===== src/rtl/rr_arbiter_8.sv =====
// Eight-way round-robin arbiter with registered one-hot grant, binary index,
// hold-limit forced release and a rotating priority pointer.
module rr_arbiter_8 #(
  parameter int NREQ     = 8,
  parameter int MAX_HOLD = 16
) (
  input  logic            clk,
  input  logic            rst,
  input  logic [NREQ-1:0] req,
  input  logic            done,
  output logic [NREQ-1:0] grant,
  output logic [2:0]      grant_idx,
  output logic            grant_valid,
  output logic            timeout
);

  typedef enum logic {IDLE, GRANT} state_t;

  state_t     state;
  logic [2:0] ptr;
  logic [7:0] hold_cnt;

  // First requester found when searching upward from the pointer, wrapping 7->0.
  function automatic logic [2:0] rr_pick(input logic [NREQ-1:0] r, input logic [2:0] p);
    logic [2:0] k;
    logic       found;
    rr_pick = p;
    found   = 1'b0;
    for (int i = 0; i < NREQ; i++) begin
      k = p + 3'(i);
      if (!found && r[k]) begin
        rr_pick = k;
        found   = 1'b1;
      end
    end
  endfunction

  function automatic logic [NREQ-1:0] onehot(input logic [2:0] i);
    onehot    = '0;
    onehot[i] = 1'b1;
  endfunction

  logic [2:0] sel;
  logic       owner_req;
  logic       hold_hit;
  logic       release_now;

  assign sel         = rr_pick(req, ptr);
  assign owner_req   = req[grant_idx];
  assign hold_hit    = (hold_cnt == 8'(MAX_HOLD));
  assign release_now = done || !owner_req || hold_hit;

  always_ff @(posedge clk) begin
    if (rst) begin
      state       <= IDLE;
      ptr         <= 3'd0;
      hold_cnt    <= 8'd0;
      grant       <= '0;
      grant_idx   <= 3'd0;
      grant_valid <= 1'b0;
      timeout     <= 1'b0;
    end else begin
      timeout <= 1'b0;
      case (state)
        IDLE: begin
          if (|req) begin
            grant       <= onehot(sel);
            grant_idx   <= sel;
            grant_valid <= 1'b1;
            hold_cnt    <= 8'd1;
            state       <= GRANT;
          end
        end
        GRANT: begin
          if (release_now) begin
            grant       <= '0;
            grant_valid <= 1'b0;
            ptr         <= grant_idx + 3'd1;
            hold_cnt    <= 8'd0;
            state       <= IDLE;
            // Only a release caused purely by the hold limit is a timeout.
            timeout     <= !done && owner_req;
          end else if (hold_cnt != 8'hFF) begin
            hold_cnt <= hold_cnt + 8'd1;
          end
        end
        default: state <= IDLE;
      endcase
    end
  end

endmodule


===== config.mk =====
export PLATFORM = sky130hd
export DESIGN_NAME = rr_arbiter_8
export DESIGN_NICKNAME = d
export VERILOG_FILES = /design/src/rtl/rr_arbiter_8.sv
export SDC_FILE = /design/constraint.sdc
export NUM_CORES = 1
export LEC_CHECK = 0
export CORE_MARGIN = 3
export CORE_UTILIZATION = 45
export CTS_BUF_LIST = sky130_fd_sc_hd__clkbuf_8 sky130_fd_sc_hd__clkbuf_16
export DETAILED_ROUTE_END_ITERATION = 16
export HOLD_SLACK_MARGIN = 0.02
export PLACE_DENSITY = 0.66
export REMOVE_ABC_BUFFERS = 1
export SYNTH_ARGS = -nofsm -noshare
export SYNTH_HDL_FRONTEND = slang
export SYNTH_SLANG_ARGS = --single-unit

===== constraint.sdc =====
create_clock -name clk -period 3.6 [get_ports clk]
set_input_delay 0.72 -clock clk [delete_from_list [all_inputs] [get_ports clk]]
set_output_delay 0.72 -clock clk [all_outputs]
set_load 0.02 [all_outputs]

======== After elaboration in Yosys (flattened, before gate mapping) ========
Index checks and enable logic that the tools add are counted.
operators by class
  shifts and indexed selects .............. 0
  $mul .................................... 0
  equal/unequal tests ..................... 5
  div/mod/pow operators ................... 0
  bitwise operators ....................... 2
  reductions and logical operators ........ 26
  mux-type cells .......................... 47
  magnitude comparators ................... 11
  add/subtract/negate cells ............... 9
operators by type and width
  kind                   number
  $lt A3 B4 Y1 const B   10
  $mux W8                5
  $pmux W8 S2            2
  $bmux W1 S3            9
  $mux W1                21
  $mux W3                7
  $add A3 B3 Y3 const B  4
  $logic_and A1 B1 Y1    9
  $logic_not A1 Y1       9
  $add A8 B1 Y8 const B  1
  $eq A8 B5 Y1 const B   1
  $ne A8 B8 Y1 const B   1
  $reduce_and A2 Y1      4
  $reduce_or A8 Y1       1
  $add A3 B1 Y3 const B  2
  $add A3 B2 Y3 const B  2
  $pmux W1 S2            2
  $demux W1 S3           1
  $ge A3 B1 Y1 const B   1
  $ne A3 B1 Y1 const B   1
  $reduce_or A3 Y1       1
  $logic_or A1 B1 Y1     2
  $ne A2 B1 Y1 const B   1
  $ne A2 B2 Y1 const B   1
  $not A1 Y1             2
storage, ports and cells
  register bits after elaboration ......... 25
  memory bits (read-only) ................. 0
  output and inout bits ................... 13
  memory bits (writable) .................. 0
  memories ................................ 0
  logic and storage cells ................. 107
  latch bits .............................. 0

======== Logic depth before layout (Yosys ltp) ========
  depth after elaboration ................. 30
  gate-level depth with buffers ........... 14
  mapped depth without buffers ............ 10

======== Worst setup path after synthesis ========
Ideal clock, no wire load.
  path type ............................... register -> register
  start ................................... reg ptr[1]
  end ..................................... reg grant[2]
  cell stages (with the launch flop) ...... 14
  arrival time ............................ 2.887 ns
  setup slack ............................. 0.596 ns
  library setup time ...................... 0.117 ns
  period minus slack after synthesis ...... 3.004 ns
  path through ............................ dfxtp_1 > buf_4 > buf_6 > inv_1 > ha_1 > buf_6 > buf_4 > mux4_1 > mux2_4 > a221o_1 > a21oi_2 > nor3_1 > o32a_1 > a22o_1
between the ends
  cells in the longest elaborated chain, start to end .. 30
  elaborated cells on any way between the ends .. 58
  those cells by class .................... add/sub (7); order compare (2); mux (34); reduce/logical (15)
RTL lines
  what                                                                       line  RTL
  start, declared                                                            20    logic [2:0] ptr;
  start signal, assigned                                                     78    ptr <= grant_idx + 3'd1;
  parallel branches: the longest is 23 deep, another holds $add A3 B1 Y3     --
  $mux W3 *                                                                  31    if (!found && r[k]) begin
  $lt A3 B4 Y1 (not written as such) / $ge A3 B1 Y1 (equally long branches)  40    onehot[i] = 1'b1;
  $logic_and A1 B1 Y1 (not written as such)                                  40
  $mux W1 (not written as such)                                              40
  $demux W1 S3 *                                                             40
  $mux W8 *                                                                  66    if (|req) begin
  $pmux W8 S2 *                                                              64    case (state)
  end signal, assigned                                                       67    grant <= onehot(sel);
  end, declared                                                              11    output logic [NREQ-1:0] grant,
Every way passes the cells marked *. The select of a mux whose other input is x is not followed.
A chain may end at the register's enable or synchronous reset.

======== Final worst setup path ========
  start ................................... reg ptr[0]
  end ..................................... reg grant[4]
The elaborated chain is that of the path after synthesis.

==> results.yml <==
global_route:
  grt_pass1_vias: 1577
  met1_usage_pct: 26.6
  gr-usage-met3_pct: 3.56
  use_met2_pct: 27.9
  grt_pass1_wl_um: 7730
  antenna_found_initial: 0
  grt_start_max_net_pins: 16
  grt.total_usage_pct: 18.0
  busiest_layer: "met2"
  grt_overflow_total: 0
job:
  maxCapViolations: 0
route:
  routedWlPerCell_um: 16.0
  viasPerCell: 6.08
  wirelength_um: 4600
  drcViolationCount: 0
  antenna_left: 0
  drt_iter0_drc: 78
  first_pass_iters: 4
  num_vias: 1751
floorplanning:
  rows: 23
  dieArea_mm2: 0.00537
  initial_core_util_pct: 48.8
  die_w_um: 73.3
  die_y_um: 73.3
  pin_count: 24
  core_area_mm2: 0.00417
placed_design:
  hpwl_um: 3430
  globalplace.congestion: 0.811
  place_area_mm2: 0.00229
  portBuffers: 23
power:
  ir_drop_v: 0.000273
  power_density_mw_per_mm2: 600
  p_leak_nw: 0.844
cells_and_area:
  final_cell_mix: "nor2_1, dfxtp_1, clkdlybuf4s50_1, nand2_1, inv_1"
  fin_area_mm2: 0.00234
  final_common_cell: "nor2_1"
  diodes: 0
  utilization_pct: 56.0
  syn_to_final_growth_pct: 14.8
  fin_nets: 255
  n_fill_cell: 348
  drive_above_1_share_pct: 12.2
clocking:
  ctsResizeCount: 0
  cts_setup_buffers: 0
  h-tree-depth: 1
  insertion_delay_ns: 0.26
  postCtsHoldBufs: 0
  clk_path_buf_depth: 2
  cts-buffers-inserted: 3
  clk_pin_slew_worst_paths_ns: 0.08
  clock_sinks: 25
  cts_root_buffer: "clkbuf_8"
  tritoncts: "done"
timing:
  hold_viol: 0
  clock_skew_ns: 0.00155
  relSlewSlack_pct: 60.6
  fmax_ghz: 0.302
  rsz0062_at_grt: "false"
  tightest_slew_ns: 0.590
  drv_slew: 0
  setup_tns_ns: 0
  setup_viol: 0
  period_minus_slack_ns: 3.32
  period_share_pct: 92.1
setup_path:
  critPathLaunchType: "register"
  crit_chain: "inv_1 -> ha_1 -> mux4_2 -> mux2i_1 -> a22o_1 -> o2111ai_1 -> mux2i_1 -> o22a_1 -> nor3b_1 -> a22o_1"
  critPathKind: "register to register"
  cp-end-kind: "register"
  worstPathArrival_ns: 3.53
  crit_slowest_cell: "ha_1"
  critPathBufInv: 1
  crit_path_max_fanout: 8
  crit_required_ns: 3.82
  cp_slowest_stage_delay_ns: 0.56
  crit_family: "multiplexers"
hold_path:
  min_path_type: "register to register"
logic_synthesis:
  synth.distinct_cells: 50
  ys_seq_area_share_pct: 24.6
  syn_avg_cell_area_um2: 9.42
  yosys_register_bits: 25
  async_reset_ff_share_pct: 0
  yosysWarningCount: 0
  synth_edf_count: 0
  syn_area_mm2: 0.00204
  ys.flop_type: "dfxtp_1"
  syn_inst: 216
status:
  status: "finished, final reports clean"
power by group:
part / internal [mW] / total, mW / switching [mW] / leakage, nW
Combinational: 0.407 / 0.867 / 0.460 / 0.613
Sequential: 0.321 / 0.373 / 0.0512 / 0.204
Clock: 0.0763 / 0.162 / 0.0859 / 0.0269
Total: 0.805 / 1.40 / 0.597 / 0.844
metal layers:
metal | vias up | share of wire, %
li1 | 858 | -
met1 | 855 | 49
met2 | 34 | 47
met3 | 4 | 3.7
met4 | 0 | 0.37
met5 | - | 0
path summary, 6_finish.rpt:
check / startpoint / end / slack (ns) / cells past startpoint
worst min-delay path: grant[3] / grant[3] / 0.45 / 2
worst max-delay path: ptr[0] / grant[4] / 0.28 / 10
worst min register to register: grant[3] / grant[3] / 0.45 / 2
worst max register to register: ptr[0] / grant[4] / 0.28 / 10
area by class of cell:
type                            instances  area (µm²)  share of cell area (%)
Timing Repair Buffer                   29         275                    11.8
Clock buffer                            3        41.3                    1.77
Multi-Input combinational cell        170        1420                    60.6
Clock inverter                          1        3.75                   0.161
Inverter                               10        37.5                    1.61
Sequential cell                        25         500                    21.4
Tap cell                               50        62.6                    2.68
sequential cells by signal, indices dropped and copies added (netlist names):
register / cells
state: 1
grant_idx: 3
grant_valid: 1
grant: 8
ptr: 3
hold_cnt: 8
timeout: 1
Yosys cell counts, types with 4 or more instances:
master / number / area [µm²]
ha_1: 5 / 62.6
mux4_2: 10 / 225
o21ai_0: 7 / 35.0
nor2_1: 29 / 109
nand2b_1: 5 / 31.3
nand3_1: 5 / 25.0
inv_1: 10 / 37.5
a21oi_1: 7 / 35.0
buf_6: 4 / 45.0
nand2_1: 16 / 60.1
dfxtp_1: 25 / 500
nor4_1: 4 / 25.0
xor2_1: 6 / 52.6
a22o_1: 8 / 70.1
mux2_2: 4 / 45.0
mux2i_1: 10 / 100
mux4_1: 6 / 158
nor3_1: 4 / 20.0
xnor2_1: 4 / 35.0
per-stage QoR:
| step | cells | total power [mW] | worst slack [ns] | hold WS (ns) |
|---|---|---|---|---|
| after floorplan | 205 | 0.992 | 0.261 | 0.471 |
| after global placement | 284 | 1.23 | 0.0781 | 0.437 |
| after detailed placement | 284 | 1.24 | 0.0283 | 0.443 |
| after CTS | 288 | 1.41 | 0.261 | 0.456 |
| after global routing | 288 | 1.50 | 0.0292 | 0.478 |
| final | 288 | 1.40 | 0.285 | 0.450 |
worst register-to-register path: cells and delay by family (launching register included):
kind	cells	cell delay, ns
AO/OA/AOI/OAI	4	0.92
multiplexers	3	1.03
flip-flops	1	0.33
AND/OR/NAND/NOR	1	0.32
adder cells (fa/ha/maj)	1	0.56
buffers and inverters	1	0.11
logic make-up after synthesis:
group                      after synthesis  synth area share [%]
and+or+nand+nor                         77                  18.0
AOI/OAI and AO/OA                       46                  16.4
DFF                                     25                  24.6
xor gates and xnor gates                10                  4.30
muxes                                   32                  27.8
buffers and inverters                   21                  5.84
adders and majority gates                5                  3.07
No activity file was read; power rests on OpenSTA's default activity.
